$ cat config.mk
export PLATFORM = sky130hd
export DESIGN_NAME = tiny_intc
export DESIGN_NICKNAME = d
export VERILOG_FILES = /design/src/rtl/tiny_intc.sv
export SDC_FILE = /design/constraint.sdc
export NUM_CORES = 1
export LEC_CHECK = 0
export BUFFER_PORTS_ARGS = -buffer_cell sky130_fd_sc_hd__buf_2
export CAP_MARGIN = 25
export CORE_ASPECT_RATIO = 0.6
export CORE_MARGIN = 1.5
export CORE_UTILIZATION = 53
export CTS_CLUSTER_DIAMETER = 120
export DETAILED_ROUTE_END_ITERATION = 7
export PLACE_DENSITY = 0.78
export SYNTH_ARGS = -nofsm -noshare
export SYNTH_HDL_FRONTEND = slang
export SYNTH_SLANG_ARGS = --single-unit
$ cat constraint.sdc
create_clock -name clk -period 2 [get_ports clk]
set_input_delay 0.3 -clock clk [delete_from_list [all_inputs] [get_ports clk]]
set_output_delay 0.3 -clock clk [all_outputs]
set_load 0.005 [all_outputs]
$ cat src/rtl/tiny_intc.sv
// rtl/tiny_intc.sv - nested-priority interrupt controller with vectored single-request CPU handshake
// Lower channel index wins; an active handler masks itself and every higher index.

module tiny_intc #(
  parameter int                  CHANNELS      = 8,
  parameter int                  WIDTH         = 16,
  parameter int                  VECTOR_BASE   = 1,
  parameter int                  VECTOR_STRIDE = 2,
  parameter logic [CHANNELS-1:0] EDGE_MASK     = '0
) (
  input  logic                clk,
  input  logic                reset,
  input  logic [CHANNELS-1:0] irq_in,
  output logic                int_req,
  output logic [WIDTH-1:0]    int_vector,
  input  logic                int_ack,
  input  logic                int_done,
  input  logic [1:0]          reg_addr,
  input  logic                reg_wr,
  input  logic                reg_rd,
  input  logic [CHANNELS-1:0] reg_wdata,
  output logic [CHANNELS-1:0] reg_rdata
);

  localparam int IDW = (CHANNELS > 1) ? $clog2(CHANNELS) : 1;

  localparam logic [1:0] ADDR_ENABLE  = 2'd0;
  localparam logic [1:0] ADDR_PENDING = 2'd1;
  localparam logic [1:0] ADDR_ACTIVE  = 2'd2;
  localparam logic [1:0] ADDR_FORCE   = 2'd3;

  typedef enum logic {IDLE, REQUEST} state_t;

  state_t              state;
  logic [IDW-1:0]      req_id;
  logic [CHANNELS-1:0] sync1, sync2, sync2_q;
  logic [CHANNELS-1:0] enable, pending, active;

  logic [CHANNELS-1:0] rise, sw_clr, sw_force, ack_set, done_clr;
  logic [CHANNELS-1:0] pending_next, active_next;
  logic                ack_take, blocked, cand_found;
  logic [IDW-1:0]      cand_id;
  logic [WIDTH-1:0]    vec_calc;

  always_ff @(posedge clk or posedge reset) begin
    if (reset) begin
      sync1   <= '0;
      sync2   <= '0;
      sync2_q <= '0;
    end else begin
      sync1   <= irq_in;
      sync2   <= sync1;
      sync2_q <= sync2;
    end
  end

  assign rise     = sync2 & ~sync2_q;
  assign sw_clr   = (reg_wr && reg_addr == ADDR_PENDING) ? (reg_wdata & EDGE_MASK) : '0;
  assign sw_force = (reg_wr && reg_addr == ADDR_FORCE) ? reg_wdata : '0;
  assign ack_take = (state == REQUEST) && int_ack;

  // Priority scan: channels at or above the lowest active index are masked,
  // and that same lowest active bit is the one int_done retires.
  always_comb begin
    blocked    = 1'b0;
    cand_found = 1'b0;
    cand_id    = '0;
    done_clr   = '0;
    ack_set    = '0;
    for (int i = 0; i < CHANNELS; i++) begin
      ack_set[i] = ack_take && (req_id == IDW'(i));
      if (active[i] && !blocked) begin
        blocked     = 1'b1;
        done_clr[i] = int_done;
      end
      if (!blocked && !cand_found && pending[i] && enable[i]) begin
        cand_found = 1'b1;
        cand_id    = IDW'(i);
      end
    end
  end

  // Hardware sets are OR-ed in last so they win over any clear in the same cycle.
  assign pending_next = (((pending & ~(sw_clr | (ack_set & EDGE_MASK))) | rise | sw_force) & EDGE_MASK)
                      | ((sync2 | sw_force) & ~EDGE_MASK);
  assign active_next  = (active & ~done_clr) | ack_set;
  assign vec_calc     = WIDTH'(VECTOR_BASE) + WIDTH'(cand_id) * WIDTH'(VECTOR_STRIDE);

  always_ff @(posedge clk or posedge reset) begin
    if (reset) begin
      enable  <= '0;
      pending <= '0;
      active  <= '0;
    end else begin
      if (reg_wr && reg_addr == ADDR_ENABLE) enable <= reg_wdata;
      pending <= pending_next;
      active  <= active_next;
    end
  end

  always_ff @(posedge clk or posedge reset) begin
    if (reset) begin
      reg_rdata <= '0;
    end else if (reg_rd) begin
      case (reg_addr)
        ADDR_ENABLE:  reg_rdata <= enable;
        ADDR_PENDING: reg_rdata <= pending;
        ADDR_ACTIVE:  reg_rdata <= active;
        default:      reg_rdata <= '0;
      endcase
    end
  end

  // The vector is frozen at request time; the CPU always sees what it will ack.
  always_ff @(posedge clk or posedge reset) begin
    if (reset) begin
      state      <= IDLE;
      int_req    <= 1'b0;
      int_vector <= '0;
      req_id     <= '0;
    end else begin
      case (state)
        IDLE: begin
          if (cand_found) begin
            state      <= REQUEST;
            int_req    <= 1'b1;
            int_vector <= vec_calc;
            req_id     <= cand_id;
          end
        end
        REQUEST: begin
          if (int_ack) begin
            state   <= IDLE;
            int_req <= 1'b0;
          end
        end
        default: begin
          state   <= IDLE;
          int_req <= 1'b0;
        end
      endcase
    end
  end

endmodule

==> summary.md <==
| Metric | Value |
|---|---|
| Min Tclk post-route | 1781 ps |
| Total Power | 3.193 mW |
| Crit-path cells | nor4_4, buf_4, nand4b_1, and4_1, o32a_1 |
| Worst Path Required | 2200 ps |
| Setup repair after global routing missed its margin | false |
| Fin cells | 295 |
| HP Class | input port to register |
| CP Buf/Inv Count | 1 |
| Critical path's largest stage delay | 450 ps |
| Worst hold slack | 81.36 ps |
| Setup_tns | 0 ps |
| Nets | 258 |
| Design area | 2589 sq um |
| Setup-failing EPs final | 0 |
| WL final | 4.512 mm |
| Full die area | 4685 sq um |
| Commonest non-fill, non-tap cell in the layout | dfrtp_1 |
| CTS tree | built |
| Tcrit/Tclk final | 89.07% |
| Final Skew | 6.674 ps |
| I/O Pins | 49 |
| Global-route wire length before repair | 7.120 mm |
| Cts bufs inserted | 5 |
| CTS root buf | clkbuf_8 |
| Post-synth EDFFs | 0 |
| Worst Tran Pin Value | 661.5 ps |
| Cells after Synth | 195 |
| Largest net degree at the start of global routing | 55 |
| Main synth FF type | dfrtp_1 |
| Static leakage | 1.235 nW |
| Endpoint class of the critical path | register |
| Overflow left after global routing | 0 |
| Initial Utilization | 55.22% |
| Slew HR | 55.90% |
| Status | finished, final reports clean |
| Residual DRC count | 0 |
| Placed cells | 285 |
| Post-DP HPWL | 3.303 mm |
| Post-synth cell types | 44 |
| Setup slack after placement | 110.1 ps |
| Pins Over Slew Limit | 0 |
| Crit path DAT | 1990 ps |
| Die width | 87.37 um |
| Post_cts resized | 0 |
| GP Congestion | 0.8683 |
| CTS Buffer Depth | 2 |
| Final worst slack | 218.6 ps |
| Final Hold Viols | 0 |
| Fmax | 0.5614 GHz |
| TritonRoute pass-1 iters | 4 |
| Async SR Flop Fraction | 100.0% |
| Pwr dens | 1233 nW/um^2 |
| CTS Hold Bufs | 0 |
| Layout cells sized above 1 | 24.26% |
| Synthesized area per cell | 11.61 sq um |
| Row Count | 18 |
| Area of the mapped netlist | 2263 sq um |
| Worst setup SP type | register |
| Critical Setup Path Class | register to register |
| Vias in the first global route | 1408 |
| # clock sinks | 54 |
| Slowest cell on the critical path | dfrtp_1 |
| Via count | 1590 |
| WL/cell | 15.29 um |
| Port bufs | 36 |
| Worst Path Max Fanout | 6 |
| H-Tree Depth | 2 |
| Post-DP Area | 2457 sq um |
| Die Y | 53.62 um |
| Initial antenna violation count | 0 |
| Most frequent cells in the layout | dfrtp_1, buf_2, a21oi_1 |
| Postcts setup bufs | 0 |
| Vias per Instance | 5.390 |
| Yosys reg bits | 54 |
| Worst skew pair latency | 320 ps |
| Post-route ant nets | 0 |
| Core area | 4099 sq um |
| Layout area overhead | 14.37% |
| Largest delay share family, worst path | simple AND/OR/NAND/NOR gates |
| 1st-iter DRT viols | 111 |
| Yosys Warn Count | 0 |
| Peak supply drop | 0.6991 mV |
| Worst-path clk slew | 100 ps |
| Ant. Diodes | 0 |
| Sequential element share of the synthesized area | 59.70% |
| GRT Resource Usage Total | 21.38% |
| Max-cap violations | 0 |
| Finished Core Util | 63.16% |
==> report_power, final <==
part           leakage (nW)  total (mW)  switching (mW)  internal, mW
Clock                0.0591       0.763           0.380         0.382
Combinational         0.534       0.930           0.496         0.434
Sequential            0.642        1.50           0.216          1.28
Total                  1.24        3.19            1.09          2.10
==> flip-flops by register name (all words and copies together), names as in the netlist <==
register    count
sync2           8
sync1           8
req_id          2
pending         8
reg_rdata       8
active          8
int_req         1
enable          8
state           1
int_vector      2
==> worst paths after layout <==
kind | start | end | slack, ps | cells after the start
setup reg to reg | active[2] | req_id[1] | 220 | 5
max in group asynchronous | reset | req_id[1] | 1420 | 3
setup / recovery | active[2] | req_id[1] | 220 | 5
min in group asynchronous | reset | sync1[4] | 140 | 3
hold reg to reg | sync1[0] | sync2[0] | 350 | 0
hold / removal | irq_in[0] | sync1[0] | 80 | 1
==> cell usage after synthesis (2+ instances only) <==
| master | number | area share, % |
|---|---|---|
| dfrtp_1 | 54 | 60 |
| a21oi_1 | 18 | 4.0 |
| nor2_1 | 17 | 2.8 |
| buf_4 | 12 | 4.0 |
| nand2_1 | 11 | 1.8 |
| a21o_1 | 8 | 2.7 |
| mux2i_1 | 8 | 3.5 |
| o21ai_0 | 8 | 1.8 |
| clkbuf_1 | 5 | 0.83 |
| mux2_1 | 5 | 2.5 |
| inv_1 | 4 | 0.66 |
| nand3_1 | 4 | 0.88 |
| mux2_2 | 3 | 1.5 |
| nand2b_1 | 3 | 0.83 |
| and2_1 | 2 | 0.55 |
| nand4_1 | 2 | 0.55 |
| nand4b_1 | 2 | 0.77 |
| nor2b_1 | 2 | 0.55 |
| o21ai_1 | 2 | 0.44 |
==> cell type report <==
class	instances	area (sq um)
Multi-Input combinational cell	129	820.8
Tap cell	60	75.07
Fill cell	355	1510
Clock inverter	3	47.55
Clock buffer	5	68.82
Inverter	4	15.01
Timing Repair Buffer	40	210.2
Sequential cell	54	1351
==> metal layers <==
metal | global-route usage (%) | part of all wire [%] | wire length, um
met5 | 0 | 0 | 0
met4 | 7.407 | 0.89 | 40
met3 | 5.675 | 7.9 | 356
met2 | 30.38 | 42 | 1904
met1 | 31.85 | 49 | 2212
==> worst register-to-register path: cells and delay by family, from the launching register on <==
family          cells  cell delay (ps)
buf+inv             1              190
compound gates      1              330
flops               1              450
simple gates        3              720
==> logic make-up after synthesis <==
family | Yosys count | synth area share [%]
AO/OA/AOI/OAI | 47 | 13.49
buffers and inverters | 23 | 5.859
flip-flops | 54 | 59.70
multiplexers | 16 | 7.518
other | 1 | 0.1657
AND/OR/NAND/NOR | 54 | 13.27
Note: power is estimated with default switching activity, not from simulation.
